[src/rtl/rca_cfg_if.sv]
// rca_cfg_if: request, config-memory read and mux-write signals between the RCA config loader and its environment
interface rca_cfg_if #(
  parameter int NUM_RCAS       = 4,
  parameter int NUM_GRID_MUXES = 2,
  parameter int NUM_IO_UNITS   = 3,
  parameter int GRID_MUX_SEL_W = 3,
  parameter int IO_MUX_SEL_W   = 3,
  parameter int XLEN           = 32
);
  localparam int E   = 2*NUM_GRID_MUXES + NUM_IO_UNITS;
  localparam int AW  = $clog2(NUM_RCAS*E);
  localparam int IDW = $clog2(NUM_RCAS) + 1;
  localparam int RW  = $clog2(NUM_RCAS);
  localparam int GAW = $clog2(2*NUM_GRID_MUXES);
  localparam int IAW = $clog2(NUM_IO_UNITS);
  logic                      load_req;
  logic [IDW-1:0]            load_rca_id;
  logic                      ready;
  logic                      grid_busy;
  logic                      clear_fifos;
  logic                      cfg_rd_en;
  logic [AW-1:0]             cfg_rd_addr;
  logic [XLEN-1:0]           cfg_rd_data;
  logic                      grid_mux_wr_en;
  logic [GAW-1:0]            grid_mux_wr_addr;
  logic [GRID_MUX_SEL_W-1:0] new_grid_mux_sel;
  logic                      io_mux_wr_en;
  logic [IAW-1:0]            io_mux_addr;
  logic [IO_MUX_SEL_W-1:0]   new_io_mux_sel;
  logic                      load_done;
  logic                      load_err;
  logic [RW-1:0]             active_rca;
  logic                      config_valid;
  modport master (
    output load_req, load_rca_id, grid_busy, cfg_rd_data,
    input  ready, clear_fifos, cfg_rd_en, cfg_rd_addr, grid_mux_wr_en, grid_mux_wr_addr,
           new_grid_mux_sel, io_mux_wr_en, io_mux_addr, new_io_mux_sel, load_done, load_err,
           active_rca, config_valid
  );
  modport slave (
    input  load_req, load_rca_id, grid_busy, cfg_rd_data,
    output ready, clear_fifos, cfg_rd_en, cfg_rd_addr, grid_mux_wr_en, grid_mux_wr_addr,
           new_grid_mux_sel, io_mux_wr_en, io_mux_addr, new_io_mux_sel, load_done, load_err,
           active_rca, config_valid
  );
endinterface

[src/rtl/rca_config_loader.sv]
// rca_config_loader: drains the grid, clears IO FIFOs and streams one RCA's mux selects from config memory
module rca_config_loader #(
  parameter int NUM_RCAS       = 4,
  parameter int NUM_GRID_MUXES = 2,
  parameter int NUM_IO_UNITS   = 3,
  parameter int GRID_MUX_SEL_W = 3,
  parameter int IO_MUX_SEL_W   = 3,
  parameter int XLEN           = 32
) (
  input logic    clk,
  input logic    rst,
  rca_cfg_if.slave bus
);
  localparam int G   = 2*NUM_GRID_MUXES;
  localparam int E   = G + NUM_IO_UNITS;
  localparam int AW  = $clog2(NUM_RCAS*E);
  localparam int IDW = $clog2(NUM_RCAS) + 1;
  localparam int RW  = $clog2(NUM_RCAS);
  localparam int GAW = $clog2(G);
  localparam int IAW = $clog2(NUM_IO_UNITS);
  localparam int KW  = $clog2(E + 1);
  localparam logic [2:0] IDLE  = 3'd0;
  localparam logic [2:0] DRAIN = 3'd1;
  localparam logic [2:0] CLEAR = 3'd2;
  localparam logic [2:0] LOAD  = 3'd3;
  localparam logic [2:0] DONE  = 3'd4;
  logic [2:0]    state, nxt;
  logic [KW-1:0] k, wr_k;
  logic          wr_pend, load_err, config_valid, accept, id_ok;
  logic [AW-1:0] base;
  logic [RW-1:0] id, active_rca;
  always_comb begin
    accept = state == IDLE && bus.load_req;
    id_ok  = bus.load_rca_id < IDW'(NUM_RCAS);
    nxt    = state == IDLE  ? (accept && id_ok ? DRAIN : IDLE) :
             state == DRAIN ? (bus.grid_busy ? DRAIN : CLEAR) :
             state == CLEAR ? LOAD :
             state == LOAD  ? (k == KW'(E) ? DONE : LOAD) : IDLE;
  end
  // LOAD spends one extra cycle (k == E) so the last write lands before DONE
  always_ff @(posedge clk)
    if (rst) begin
      state        <= IDLE;
      k            <= '0;
      wr_k         <= '0;
      wr_pend      <= 1'b0;
      load_err     <= 1'b0;
      base         <= '0;
      id           <= '0;
      active_rca   <= '0;
      config_valid <= 1'b0;
    end else begin
      state    <= nxt;
      k        <= state == LOAD ? k + 1'b1 : '0;
      wr_pend  <= state == LOAD && k < KW'(E);
      wr_k     <= k;
      load_err <= accept && !id_ok;
      if (accept && id_ok) begin
        id   <= bus.load_rca_id[RW-1:0];
        base <= AW'(bus.load_rca_id * E);
      end
      if (state == DRAIN && !bus.grid_busy) config_valid <= 1'b0;
      if (state == DONE) begin
        active_rca   <= id;
        config_valid <= 1'b1;
      end
    end
  assign bus.ready            = state == IDLE;
  assign bus.clear_fifos      = state == CLEAR && !rst;
  assign bus.cfg_rd_en        = state == LOAD && k < KW'(E) && !rst;
  assign bus.cfg_rd_addr      = base + AW'(k);
  assign bus.grid_mux_wr_en   = wr_pend && wr_k < KW'(G) && !rst;
  assign bus.grid_mux_wr_addr = GAW'(wr_k);
  assign bus.new_grid_mux_sel = bus.cfg_rd_data[GRID_MUX_SEL_W-1:0];
  assign bus.io_mux_wr_en     = wr_pend && wr_k >= KW'(G) && !rst;
  assign bus.io_mux_addr      = IAW'(wr_k - KW'(G));
  assign bus.new_io_mux_sel   = bus.cfg_rd_data[IO_MUX_SEL_W-1:0];
  assign bus.load_done        = state == DONE && !rst;
  assign bus.load_err         = load_err;
  assign bus.active_rca       = active_rca;
  assign bus.config_valid     = config_valid;
endmodule
[src/flat_wrapper.sv]
// flat-port wrapper written by rule: the top's interface ports become plain ports
module rca_config_loader_flat 
#(
  parameter int NUM_RCAS       = 4,
  parameter int NUM_GRID_MUXES = 2,
  parameter int NUM_IO_UNITS   = 3,
  parameter int GRID_MUX_SEL_W = 3,
  parameter int IO_MUX_SEL_W   = 3,
  parameter int XLEN           = 32
)
  (clk, rst, bus_load_req, bus_load_rca_id, bus_grid_busy, bus_cfg_rd_data, bus_ready, bus_clear_fifos, bus_cfg_rd_en, bus_cfg_rd_addr, bus_grid_mux_wr_en, bus_grid_mux_wr_addr, bus_new_grid_mux_sel, bus_io_mux_wr_en, bus_io_mux_addr, bus_new_io_mux_sel, bus_load_done, bus_load_err, bus_active_rca, bus_config_valid);
  rca_cfg_if #(.NUM_RCAS(NUM_RCAS), .NUM_GRID_MUXES(NUM_GRID_MUXES), .NUM_IO_UNITS(NUM_IO_UNITS), .GRID_MUX_SEL_W(GRID_MUX_SEL_W), .IO_MUX_SEL_W(IO_MUX_SEL_W), .XLEN(XLEN)) bus_i ();
  input logic clk;
  input logic rst;
  input wire logic [$bits(bus_i.load_req)-1:0] bus_load_req;
  input wire logic [$bits(bus_i.load_rca_id)-1:0] bus_load_rca_id;
  input wire logic [$bits(bus_i.grid_busy)-1:0] bus_grid_busy;
  input wire logic [$bits(bus_i.cfg_rd_data)-1:0] bus_cfg_rd_data;
  output wire logic [$bits(bus_i.ready)-1:0] bus_ready;
  output wire logic [$bits(bus_i.clear_fifos)-1:0] bus_clear_fifos;
  output wire logic [$bits(bus_i.cfg_rd_en)-1:0] bus_cfg_rd_en;
  output wire logic [$bits(bus_i.cfg_rd_addr)-1:0] bus_cfg_rd_addr;
  output wire logic [$bits(bus_i.grid_mux_wr_en)-1:0] bus_grid_mux_wr_en;
  output wire logic [$bits(bus_i.grid_mux_wr_addr)-1:0] bus_grid_mux_wr_addr;
  output wire logic [$bits(bus_i.new_grid_mux_sel)-1:0] bus_new_grid_mux_sel;
  output wire logic [$bits(bus_i.io_mux_wr_en)-1:0] bus_io_mux_wr_en;
  output wire logic [$bits(bus_i.io_mux_addr)-1:0] bus_io_mux_addr;
  output wire logic [$bits(bus_i.new_io_mux_sel)-1:0] bus_new_io_mux_sel;
  output wire logic [$bits(bus_i.load_done)-1:0] bus_load_done;
  output wire logic [$bits(bus_i.load_err)-1:0] bus_load_err;
  output wire logic [$bits(bus_i.active_rca)-1:0] bus_active_rca;
  output wire logic [$bits(bus_i.config_valid)-1:0] bus_config_valid;
  assign bus_i.load_req = bus_load_req;
  assign bus_i.load_rca_id = bus_load_rca_id;
  assign bus_i.grid_busy = bus_grid_busy;
  assign bus_i.cfg_rd_data = bus_cfg_rd_data;
  assign bus_ready = bus_i.ready;
  assign bus_clear_fifos = bus_i.clear_fifos;
  assign bus_cfg_rd_en = bus_i.cfg_rd_en;
  assign bus_cfg_rd_addr = bus_i.cfg_rd_addr;
  assign bus_grid_mux_wr_en = bus_i.grid_mux_wr_en;
  assign bus_grid_mux_wr_addr = bus_i.grid_mux_wr_addr;
  assign bus_new_grid_mux_sel = bus_i.new_grid_mux_sel;
  assign bus_io_mux_wr_en = bus_i.io_mux_wr_en;
  assign bus_io_mux_addr = bus_i.io_mux_addr;
  assign bus_new_io_mux_sel = bus_i.new_io_mux_sel;
  assign bus_load_done = bus_i.load_done;
  assign bus_load_err = bus_i.load_err;
  assign bus_active_rca = bus_i.active_rca;
  assign bus_config_valid = bus_i.config_valid;
  rca_config_loader #(.NUM_RCAS(NUM_RCAS), .NUM_GRID_MUXES(NUM_GRID_MUXES), .NUM_IO_UNITS(NUM_IO_UNITS), .GRID_MUX_SEL_W(GRID_MUX_SEL_W), .IO_MUX_SEL_W(IO_MUX_SEL_W), .XLEN(XLEN)) u_core (.clk(clk), .rst(rst), .bus(bus_i));
endmodule
[config.mk]
export PLATFORM = sky130hd
export DESIGN_NAME = rca_config_loader_flat
export DESIGN_NICKNAME = d
export VERILOG_FILES = /design/src/rtl/rca_cfg_if.sv /design/src/rtl/rca_config_loader.sv /design/src/flat_wrapper.sv
export SDC_FILE = /design/constraint.sdc
export NUM_CORES = 1
export LEC_CHECK = 0
export BUFFER_PORTS_ARGS = -buffer_cell sky130_fd_sc_hd__buf_2
export CAP_MARGIN = 10
export CORE_MARGIN = 3
export CORE_UTILIZATION = 48
export CTS_BUF_LIST = sky130_fd_sc_hd__clkbuf_8
export CTS_CLUSTER_DIAMETER = 150
export DETAILED_ROUTE_END_ITERATION = 8
export PLACE_DENSITY = 0.95
export SKIP_CTS_REPAIR_TIMING = 1
export SYNTH_ARGS = -nofsm -noshare
export SYNTH_HDL_FRONTEND = slang
export SYNTH_SLANG_ARGS = --single-unit
[constraint.sdc]
create_clock -name clk -period 2.9 [get_ports clk]
set_input_delay 0.58 -clock clk [delete_from_list [all_inputs] [get_ports clk]]
set_output_delay 0.58 -clock clk [all_outputs]
set_load 0.03 [all_outputs]
=== Word-level counts from Yosys, hierarchy flattened ===
Cells that the tools add are included.

* Add/subtract/negate cells: 3
* $mul: 1
* Magnitude comparators: 4
* Eq/ne operators: 5
* Muxes and demuxes: 9
* Bitwise operators: 1
* Reduce and logical (&&, ||, !) cells: 18

{| class="wikitable"
|+ Operators with widths
! operator !! count
|-
| 3-bit two-way mux || 5
|-
| 1-bit logical AND || 12
|-
| 3-bit < comparator, second input constant || 3
|-
| 3-bit by 2-bit equality test with 1-bit output, second input constant || 2
|-
| 3-bit equality test, second input constant || 2
|-
| 5-bit by 3-bit adder with 5-bit output || 1
|-
| 3-bit by 3-bit multiplier with 5-bit output, second input constant || 1
|-
| 3-bit by 1-bit adder with 3-bit output, second input constant || 1
|-
| 3-bit by 1-bit equality test with 1-bit output, second input constant || 1
|-
| 3-bit >= comparator, second input constant || 1
|-
| 1-bit zero test || 3
|-
| 3-bit zero test || 1
|-
| 1-bit two-way mux || 3
|-
| 2-bit two-way mux || 1
|-
| 2-bit nonzero test || 1
|-
| 2-bit OR reduction || 1
|-
| 2-bit by 1-bit subtractor with 2-bit output, second input constant || 1
|-
| 1-bit NOT || 1
|}

* Register bits: 21
* Input bits: 39
* Logic and storage cells: 50

=== Depth between registers and ports, before layout ===
Gate-level depths: netlist of run 1.

* Word-level depth: 6
* Mapped depth: 7

=== Worst setup path after synthesis of run 1 ===
OpenSTA, ideal clock, no wires.

* Path type: reg-to-output
* From: register u_core.k[0]
* To: output port bus_cfg_rd_addr[4]
* Data arrival time: 1715 ps
* Required time: 2320 ps
* Path slack: 605 ps
* Cell stages (with the launch flop): 7
* Path buffers: 0
* Path through: dfxtp_1 ha_1 inv_1 fa_1 nor2b_1 o21ai_0 xnor2_1

* Longest elaborated chain between the ends: 1

{| class="wikitable"
|+ RTL lines
! element !! line !! source
|-
| start, declared || rca_config_loader.sv:28 || <nowiki>logic [KW-1:0] k, wr_k;</nowiki>
|-
| start signal, assigned || rca_config_loader.sv:54 || <nowiki>k <= state == LOAD ? k + 1'b1 : '0;</nowiki>
|-
| 5-bit by 3-bit adder with 5-bit output || rca_config_loader.sv:71 || <nowiki>assign bus.cfg_rd_addr = base + AW'(k);</nowiki>
|-
| end, declared || flat_wrapper.sv:22 || <nowiki>output wire logic [$bits(bus_i.cfg_rd_addr)-1:0] bus_cfg_rd_addr;</nowiki>
|}

No other way between the ends.

=== Worst setup path in the final report of run 1 ===
Ends and elaborated chain as after synthesis.

==> metrics.md, run 1 <==
| Metric | Value |
|---|---|
| CP Cell Sequence | ha_1 -> inv_1 -> fa_1 -> nor2b_1 -> o21ai_0 -> xnor2_1 -> buf_2 |
| Register area share after synthesis | 0.368 |
| GP Congestion | 0.735 |
| Pleak | 0.597 nW |
| Largest net degree at the start of global routing | 15 |
| Crit. path cell count | 7 |
| Top cells by area, synth | dfxtp_1 37%, ha_1 9.2%, buf_4 6.9%, mux2i_1 6.4%, fa_1 5.5% |
| Via/cell ratio | 5.13 |
| Final Cell Area | 1220 um^2 |
| Num CTS Buffers | 3 |
| Syn Inst Count | 115 |
| P&R area growth vs syn | 12.2% |
| Post-Synthesis Cell Area | 1090 um^2 |
| Number of max-cap violations | 0 |
| RR Endpoint | u_core.base[4] |
| Core Box Area | 2040 um^2 |
| Antenna Nets Post-Route | 0 |
| Max clock buf depth | 2 |
| HP Class | reg -> reg |
| Post-route minimum period | 2550 ps |
| Slew @ Worst Pin | 568 ps |
| Total number of yosys warnings | 0 |
| Xor/xnor cell area share of the yosys netlist | 0.0322 |
| Status | finished, final reports clean |
| WHS | 461 ps |
| Pwr/cell area | 538 nW/um^2 |
| Most common cell in the netlist | dfxtp_1 |
| Setup WS pre-CTS | 590 ps |
| Antenna diode count | 0 |
| Slew margin rel. | 0.621 |
| Simple-Gate Fraction of Synth Area | 0.199 |
| IO Pins | 64 |
| Crit path max-delay family | adder cells |
| Compound-gate portion of the synthesized area | 0.0748 |
| Die ar. | 2870 um^2 |
| Yosys top cell area share | 0.368 |
| CTS tree | done |
| Routed WL | 2070 um |
| Clk slew on worst S/H paths | 80 ps |
| Share of layout cells above drive strength 1 | 0.254 |
| Die W | 53.6 um |
| CP Launch Point | u_core.k[0] |
| Routed WL per cell | 13.2 um |
| Worst skew pair latency | 260 ps |
| Initial DRT Pass Iterations | 3 |
| Vias in the first global route | 762 |
| Yosys cell types | 31 |
| Die height | 53.6 um |
| Synth area leader | dfxtp_1 |
| Commonest cells post-synth | 20 x dfxtp_1, 11 x nand2_1, 10 x buf_4 |
| Slowest CP cell | dfxtp_1 |
| Port Buffer Count | 25 |
| Syn Area/Cell | 9.45 um^2 |
| Critical Path Fanout Max | 6 |
| CP Launch Type | flip-flop |
| Buf+Inv Stages, Crit Path | 2 |
| Setup CP Type | reg -> out |
| R2R depth | 3 |
| HPWL after detailed placement | 1570 um |
| Final nets | 181 |
| Async SR Flop Fraction | 0 |
| # fillers | 180 |
| # DRC | 0 |
| Utilization after layout | 0.597 |
| Area after DPL | 1150 um^2 |
| Synthesized Nets | 165 |
| Vias after detailed routing | 806 |
| DRT iter0 DRCs | 9 |
| Worst Clk Skew | 10.1 ps |
| Worst vdd ir | 0.000415 V |
| Setup TNS Final | 0 ps |
| Main combinational cell family by area after synthesis | simple AND/OR/NAND/NOR gates |
| Critical Path RT | 2320 ps |
| Placed insts | 153 |
| Post-route setup slack | 352 ps |
| RSZ-0062 raised after global routing | false |
| CTS sink count | 20 |
| Initial Util | 0.532 |
| Fin crit share | 0.879 |
| WP data arrival | 1970 ps |
| CP Capture Type | primary output |
| Num rows | 16 |
| Crit path capture | bus_cfg_rd_addr[4] |
| Post-synthesis mux area share | 0.0644 |
| Endpoints failing hold | 0 |
| Setup-failing EPs final | 0 |
| H-tree levels | 1 |
| Multi-input logic area | 563 um^2 |
| Total track usage | 0.165 |
| Worst r2r src | u_core.state[1] |
| Sequential cell area | 400 um^2 |
| EDFF count, synth | 0 |
| Total gr overflow | 0 |
| Initial antenna violation count | 0 |
| Final cell count without fillers | 157 |
| Slew Viols, Final | 0 |
| R2R Setup Slk | 1300 ps |
| Clock Tree Root | clkbuf_8 |
| Top FF cell, synth | dfxtp_1 |
| Tot Pwr | 656 uW |
| Post-Synth Adder-Cell Area | 0.147 |
| FMAX | 392 MHz |
| CP peak stage delay | 420 ps |
| First-pass GRT wire length | 3310 um |
| Yosys reg bits | 20 |
-- routing by layer --
metal  GRT usage  vias to the layer above  routed length, um
met4      0.0596                        0                 10
met3      0.0554                        2                146
li1            -                      402                  -
met1       0.180                      375                874
met5           0                        -                  0
met2       0.296                       27               1040
-- cell families after synthesis --
family                   Yosys count
XOR/XNOR                           4
AND/OR/NAND/NOR                   39
AO/OA/AOI/OAI                     13
multiplexers                       7
flip-flops                        20
buffers and inverters             21
adder cells (fa/ha/maj)           11
-- report_power, final --
part           leakage (nW)  internal, mW  switching [mW]  total (mW)
registers             0.162         0.283         0.00949       0.293
logic                 0.399        0.0342          0.0541      0.0883
clock network        0.0357         0.184          0.0905       0.275
-- registers in the layout, summed over array words and instances, names as in the netlist --
register	count
u_core.id	2
u_core.bus.config_valid	1
u_core.bus.load_err	1
u_core.k	3
u_core.bus.active_rca	2
u_core.wr_k	3
u_core.base	4
u_core.wr_pend	1
u_core.state	3
-- layout make-up --
class,instances,area share
flip-flops and latches,20,0.328
clock buffers,3,0.0338
clock inverters,1,0.0246
multi-input cells,74,0.462
repair buffers,25,0.103
well taps,27,0.0277
inverters,7,0.0215
-- layout by cell type (no fill, tap or decap), types with 2 or more instances in the layout --
cell | synthesis | layout
buf_2 | 0 | 25
dfxtp_1 | 20 | 20
nand2_1 | 11 | 11
ha_1 | 8 | 8
inv_1 | 7 | 7
nor2_1 | 7 | 7
mux2i_1 | 7 | 7
nor2b_1 | 4 | 4
xnor2_1 | 4 | 4
a21oi_1 | 4 | 4
and2_1 | 4 | 4
nor3b_1 | 3 | 3
fa_1 | 3 | 3
clkbuf_8 | 0 | 3
nor3_1 | 2 | 2
o21ai_0 | 2 | 2
a31oi_1 | 2 | 2
-- worst min-delay path by stage --
stage | from | endpoint | depth (start not counted)
floorplan | u_core.id[1] | u_core.id[1] | 2
global placement | u_core.id[1] | u_core.id[1] | 2
detailed placement | u_core.id[1] | u_core.id[1] | 2
CTS | u_core.id[1] | u_core.id[1] | 2
global route | u_core.id[1] | u_core.id[1] | 2
finish | u_core.id[1] | u_core.id[1] | 2
-- worst min-delay path: cells and delay by family, from the launching register on --
kind | cells | cell delay (ps)
flops | 1 | 310
simple gates | 1 | 50
mux | 1 | 50
Note: power is estimated with default switching activity, not from simulation.
==> run 2: changes to the inputs <==
--- a/config.mk
+++ b/config.mk
@@ -5,6 +5,8 @@
 export SDC_FILE = /design/constraint.sdc
 export NUM_CORES = 1
 export LEC_CHECK = 0
+export ABC_AREA = 1
+export ABC_CLOCK_PERIOD_IN_PS = 2900
 export BUFFER_PORTS_ARGS = -buffer_cell sky130_fd_sc_hd__buf_2
 export CAP_MARGIN = 10
 export CORE_MARGIN = 3
@@ -14,6 +16,7 @@
 export DETAILED_ROUTE_END_ITERATION = 8
 export PLACE_DENSITY = 0.95
 export SKIP_CTS_REPAIR_TIMING = 1
+export SLEW_MARGIN = 20
 export SYNTH_ARGS = -nofsm -noshare
 export SYNTH_HDL_FRONTEND = slang
 export SYNTH_SLANG_ARGS = --single-unit
==> run 2 against run 1 <==
Register-to-register slack better by 260 ps. Critical endpoint unchanged. Largest power group unchanged. Via count is 9.9% higher. Combinational power is 8.6% higher. Synthesized area is 2.1% lower. Largest cell class unchanged. Sequential cell count stayed put. Final cell count is 15% higher. Cell area is 3.7% lower. Critical path type unchanged. Setup slack worse by 92 ps. Sequential power hardly changed. Critical path depth is 1 lower. Clock-buffer cell count stayed put.
==> metrics.md, run 2 <==
| Metric | Value |
|---|---|
| Status | finished, final reports clean |
| Setup-failing EPs final | 0 (unchanged) |
| Crit path max-delay family | adder cells |
| Top cells by area, synth | dfxtp_1 38%, nor2_1 11%, ha_1 9.4%, inv_1 7.8%, buf_4 7.1% |
| CTS sink count | 20 (unchanged) |
| Die ar. | 2820 um^2 (-1.8%) |
| Worst vdd ir | 0.000195 V (-53%) |
| Clock Tree Root | clkbuf_8 |
| Fin crit share | 0.911 (+0.0317) |
| CP peak stage delay | 420 ps (about the same) |
| Total track usage | 0.180 (+0.0147) |
| Largest register FFs | 4 (unchanged) |
| Via/cell ratio | 4.92 (-4.1%) |
| WP data arrival | 2060 ps (+90 ps) |
| Tot Pwr | 566 uW (-14%) |
| Slew Viols, Final | 0 (unchanged) |
| Setup CP Type | reg -> out |
| Most common cell in the netlist | nor2_1 |
| Initial Util | 0.527 (-0.00587) |
| Port Buffer Count | 25 (unchanged) |
| HP Class | reg -> reg |
| Slew margin rel. | 0.726 (+0.105) |
| Antenna Nets Post-Route | 0 (unchanged) |
| Critical Path RT | 2320 ps (about the same) |
| GP Congestion | 0.747 (+1.6%) |
| Die height | 53.1 um (-0.92%) |
| Final nets | 205 (+13%) |
| Slew @ Worst Pin | 408 ps (-160 ps) |
| Initial DRT Pass Iterations | 5 (+2) |
| FMAX | 379 MHz (-3.5%) |
| CP Launch Type | flip-flop |
| Num CTS Buffers | 3 (unchanged) |
| Number of max-cap violations | 0 (unchanged) |
| Main combinational cell family by area after synthesis | simple AND/OR/NAND/NOR gates |
| CP Capture Type | primary output |
| Register area share after synthesis | 0.376 (+0.00779) |
| CTS tree | done |
| Syn Inst Count | 137 (+19%) |
| Max clock buf depth | 2 (unchanged) |
| Simple-Gate Fraction of Synth Area | 0.223 (+0.0242) |
| Commonest non-fill, non-tap cell in the layout | nor2_1 |
| Die W | 53.1 um (-0.92%) |
| Commonest cells post-synth | 30 x nor2_1, 22 x inv_1, 20 x dfxtp_1 |
| Async SR Flop Fraction | 0 (unchanged) |
| Share of layout cells above drive strength 1 | 0.190 (-0.0643) |
| HPWL after detailed placement | 1720 um (+9.5%) |
| Core Box Area | 2020 um^2 (-0.98%) |
| H-tree levels | 1 (unchanged) |
| Largest Register | u_core.base |
| Buf+Inv Stages, Crit Path | 2 (unchanged) |
| Antenna diode count | 0 (unchanged) |
| Largest net degree at the start of global routing | 14 (-1) |
| Initial antenna violation count | 0 (unchanged) |
| Post-Synth Adder-Cell Area | 0.150 (+0.00312) |
| Total gr overflow | 0 (unchanged) |
| CP Cell Sequence | ha_1 -> inv_1 -> fa_1 -> o21ai_0 -> xor2_1 -> buf_2 |
| Worst Clk Skew | 7.75 ps (-2.30 ps) |
| EDFF count, synth | 0 (unchanged) |
| Pleak | 0.638 nW (+6.9%) |
| Routed WL | 2200 um (+6.4%) |
| Clk slew on worst S/H paths | 60 ps (-20 ps) |
| Synthesized Nets | 187 (+13%) |
| RSZ-0062 raised after global routing | false |
| Syn Area/Cell | 7.77 um^2 (-18%) |
| Post-synthesis mux area share | 0 (-0.0644) |
| Xor/xnor cell area share of the yosys netlist | 0.0329 (+0.000682) |
| Yosys cell types | 22 (-29%) |
| DRT iter0 DRCs | 12 (+3) |
| Vias in the first global route | 851 (+12%) |
| Vias after detailed routing | 886 (+9.9%) |
| Synth area leader | dfxtp_1 |
| # fillers | 167 (-7.2%) |
| Setup TNS Final | 0 ps (unchanged) |
| Endpoints failing hold | 0 (unchanged) |
| P&R area growth vs syn | 10.3% |
| Multi-input logic area | 488 um^2 (-13%) |
| First-pass GRT wire length | 3620 um (+9.1%) |
| Slowest CP cell | dfxtp_1 |
| Sequential cell area | 400 um^2 (unchanged) |
| # DRC | 0 (unchanged) |
| Post-Synthesis Cell Area | 1060 um^2 (-2.1%) |
| Num rows | 16 (unchanged) |
| IO Pins | 64 (unchanged) |
| Yosys top cell area share | 0.376 (+0.00779) |
| Post-route minimum period | 2640 ps (+92.0 ps) |
| Critical Path Fanout Max | 6 (unchanged) |
| Total number of yosys warnings | 0 (unchanged) |
| Yosys reg bits | 20 (unchanged) |
| Most frequent cells in the layout | 30 x nor2_1, 25 x buf_2, 22 x inv_1 |
| Pwr/cell area | 482 nW/um^2 (-10%) |
| Worst skew pair latency | 250 ps (about the same) |
| Top FF cell, synth | dfxtp_1 |
| Compound-gate portion of the synthesized area | 0.0517 (-0.0231) |
| Routed WL per cell | 12.2 um (-7.2%) |
[run 2: cell count changes after synthesis, sizes merged, moves of 4 or more]
| cell | before | now |
|---|---|---|
| inv | 7 | 22 |
| mux2i | 7 | 0 |
| nand2 | 11 | 17 |
| nor2 | 8 | 30 |
| nor2b | 4 | 0 |
[run 2: layer usage]
layer / up-vias / global-route usage / part of all wire / wire length (um)
met4: 0 / 0.102 / 0.020 / 44
met5: - / 0 / 0 / 0
met2: 38 / 0.341 / 0.53 / 1160
met1: 402 / 0.181 / 0.39 / 855
met3: 2 / 0.0310 / 0.063 / 138
li1: 444 / - / - / -
[run 2: cell type report]
cell class	instances	area share
flip-flops and latches	20	0.341
repair buffers	25	0.106
inverters	23	0.0735
clock buffers	3	0.0351
multi-input cells	82	0.415
well taps	27	0.0288
[run 2: worst paths after layout]
check | from | to | slack (ps) | cells after the start
worst min register to register | u_core.k[2] | u_core.wr_k[2] | 490 | 2
worst max register to register | u_core.k[0] | u_core.state[0] | 1560 | 6
worst min-delay path | u_core.k[2] | u_core.wr_k[2] | 490 | 2
worst max-delay path | u_core.k[0] | bus_cfg_rd_addr[4] | 260 | 6
[run 2: stage by stage]
stage | area (um^2) | std cells | utilization | worst slack, ps | hold slack (ps)
floorplan | 1060 | 137 | - | 616 | 448
global placement | 1130 | 177 | 0.561 | 642 | 469
detailed placement | 1130 | 177 | 0.561 | 529 | 475
CTS | 1170 | 180 | 0.581 | 256 | 486
global route | 1170 | 180 | 0.581 | 164 | 518
finish | 1170 | 180 | 0.581 | 259 | 485
[run 2: worst reg2reg max path: stages, from the launching register on]
cell     delay [ps]
dfxtp_1         420
ha_1            180
ha_1            130
inv_1            50
o21ai_0         220
nand3_1         100
and2_1          140
[run 2: kinds of logic (layout without fill, tap and decap cells)]
kind of cell | Yosys count | after routing
and+or+nand+nor | 57 | 57
AOI/OAI and AO/OA | 10 | 10
buffers and inverters | 35 | 51
DFF | 20 | 20
xor gates and xnor gates | 4 | 4
adders and majority gates | 11 | 11
[run 2: power by group]
part           total [mW]  internal (mW)  switching, mW
clock network       0.177         0.0923         0.0843
logic              0.0959         0.0325         0.0634
registers           0.293          0.285        0.00862
total               0.566          0.410          0.156
==> run 3: changes to the inputs <==
--- a/config.mk
+++ b/config.mk
@@ -14,7 +14,7 @@
 export CTS_BUF_LIST = sky130_fd_sc_hd__clkbuf_8
 export CTS_CLUSTER_DIAMETER = 150
 export DETAILED_ROUTE_END_ITERATION = 8
-export PLACE_DENSITY = 0.95
+export PLACE_DENSITY = 0.93
 export SKIP_CTS_REPAIR_TIMING = 1
 export SLEW_MARGIN = 20
 export SYNTH_ARGS = -nofsm -noshare
==> run 3 against run 2 <==
Clock skew barely moved. Clock power grew 16%. Hold slack improved by 17 ps. Sequential cell count is the same. Final cell count up 0.56%. Global-route usage shrank 0.25 points. Clock-buffer cell count up 1. Via count is 4.9% lower. Power up 4.8%. First-iteration DRC count down 17%.
==> metrics.md, run 3 (synthesis gave the netlist of run 2 again) <==
| Metric | Value |
|---|---|
| Status | finished, final reports clean |
| Utilization after layout | 0.588 (+0.00681) |
| Initial antenna violation count | 0 (unchanged) |
| Routed WL per cell | 11.9 um (-3.0%) |
| CP Cell Sequence | ha_1 -> inv_1 -> fa_1 -> o21ai_0 -> xor2_1 -> buf_2 |
| Endpoints failing hold | 0 (unchanged) |
| Total track usage | 0.177 (-0.00247) |
| Clock share of power | 0.348 (+0.036) |
| Total gr overflow | 0 (unchanged) |
| CTS sink count | 20 (unchanged) |
| Slowest CP cell | dfxtp_1 |
| Slew Viols, Final | 0 (unchanged) |
| Setup TNS Final | 0 ps (unchanged) |
| Sequential share of power | 0.495 (-0.023) |
| Post-route minimum period | 2620 ps (-15.7 ps) |
| P&R area growth vs syn | 11.6% |
| GP Congestion | 0.765 (+2.5%) |
| First-pass GRT wire length | 3590 um (-0.58%) |
| WP data arrival | 2040 ps (-20 ps) |
| P_sw | 156 uW (-0.46%) |
| Routed WL | 2150 um (-2.5%) |
| Clk slew on worst S/H paths | 60 ps (about the same) |
| Pwr/cell area | 499 nW/um^2 (+3.5%) |
| Slew margin rel. | 0.751 (+0.0255) |
| Internal power | 437 uW (+6.7%) |
| Antenna Nets Post-Route | 0 (unchanged) |
| Via/cell ratio | 4.66 (-5.4%) |
| Setup CP Type | reg -> out |
| CP peak stage delay | 420 ps (about the same) |
| Critical Path Fanout Max | 6 (unchanged) |
| Worst skew pair latency | 260 ps (about the same) |
| Vias after detailed routing | 843 (-4.9%) |
| # DRC | 0 (unchanged) |
| CP Capture Type | primary output |
| Most frequent cells in the layout | 30 x nor2_1, 25 x buf_2, 22 x inv_1 |
| Num rows | 16 (unchanged) |
| Vias in the first global route | 883 (+3.8%) |
| # fillers | 179 (+7.2%) |
| Die height | 53.1 um (unchanged) |
| Share of layout cells above drive strength 1 | 0.195 (+0.00526) |
| Die ar. | 2820 um^2 (unchanged) |
| Placed insts | 177 (unchanged) |
| H-tree levels | 1 (unchanged) |
| CTS tree | done |
| Critical Path RT | 2320 ps (about the same) |
| Fin crit share | 0.905 (-0.00540) |
| WHS | 503 ps (+17.2 ps) |
| Final cell count without fillers | 181 (+0.56%) |
| Slew @ Worst Pin | 370 ps (-37.9 ps) |
| Crit path max-delay family | adder cells |
| RSZ-0062 raised after global routing | false |
| Max clock buf depth | 2 (unchanged) |
| Number of max-cap violations | 0 (unchanged) |
| Largest register FFs | 4 (unchanged) |
| HP Class | reg -> reg |
| Setup WS pre-CTS | 566 ps (+36.6 ps) |
| Worst Clk Skew | 8.24 ps (+0.489 ps) |
| Initial DRT Pass Iterations | 2 (-3) |
| Largest Register | u_core.base |
| Clock Tree Root | clkbuf_8 |
| Antenna diode count | 0 (unchanged) |
| Combinational power share | 0.157 (-0.012) |
| IO Pins | 64 (unchanged) |
| Pleak | 0.646 nW (+1.1%) |
| Buf+Inv Stages, Crit Path | 2 (unchanged) |
| Largest net degree at the start of global routing | 14 (unchanged) |
| DRT iter0 DRCs | 10 (-2) |
| CP Launch Type | flip-flop |
| Initial Util | 0.527 (unchanged) |
| Final nets | 205 (unchanged) |
| FMAX | 381 MHz (+0.60%) |
| Setup-failing EPs final | 0 (unchanged) |
| Post-route setup slack | 275 ps (+15.7 ps) |
| HPWL after detailed placement | 1700 um (-1.4%) |
| Port Buffer Count | 25 (unchanged) |
| Num CTS Buffers | 3 (unchanged) |
| Commonest non-fill, non-tap cell in the layout | nor2_1 |
| Core Box Area | 2020 um^2 (unchanged) |
| Die W | 53.1 um (unchanged) |
| Worst vdd ir | 0.000274 V (+41%) |
| Sw frac | 0.262 (-0.0138) |
==> run 3: cell count changes in the layout (fill, tap and decap cells not counted) <==
cell	previous run	this run
clkbuf_8	3	4
==> run 3: metal layers <==
metal	wire length, um	part of all wire	track usage
met4	21	0.0098	0.0723
met3	103	0.048	0.0338
met2	1120	0.52	0.333
met5	0	0	0
met1	900	0.42	0.191
==> run 3: worst paths after layout <==
path	startpoint	to	slack, ps	cells after the start
setup reg to reg	u_core.k[0]	u_core.state[0]	1520	6
hold reg to reg	u_core.k[2]	u_core.wr_k[2]	500	2
hold / removal	u_core.k[2]	u_core.wr_k[2]	500	2
setup / recovery	u_core.k[0]	bus_cfg_rd_addr[4]	280	6
==> run 3: worst reg2reg max path, stage by stage (launching register included) <==
cell     delay (ps)
dfxtp_1         420
ha_1            190
ha_1            150
inv_1            60
o21ai_0         210
nand3_1         100
and2_1          150
==> run 3: power by group through the flow <==
| stage | Sequential, mW | Combinational (mW) | Clock, mW |
|---|---|---|---|
| after global placement | 0.299 | 0.0885 | 0 |
| after global routing | 0.295 | 0.104 | 0.221 |
| after CTS | 0.293 | 0.0940 | 0.211 |
| after detailed placement | 0.299 | 0.0931 | 0 |
| final | 0.293 | 0.0932 | 0.206 |
| after floorplan | 0.299 | 0.0837 | 0 |
==> run 3: final cells by class <==
| class | instances | area, um^2 | share of cell area |
|---|---|---|---|
| multi-input combinational | 82 | 488 | 0.411 |
| tap | 27 | 33.8 | 0.0284 |
| timing repair buffer | 25 | 125 | 0.105 |
| clock buffer | 4 | 55.1 | 0.0463 |
| sequential | 20 | 400 | 0.337 |
| inverter | 23 | 86.3 | 0.0726 |
==> run 3: metrics by stage <==
step                      power (mW)  area (um^2)
after floorplan                0.382         1060
after global placement         0.387         1130
after detailed placement       0.392         1130
after CTS                      0.598         1190
after global routing           0.620         1190
final                          0.593         1190
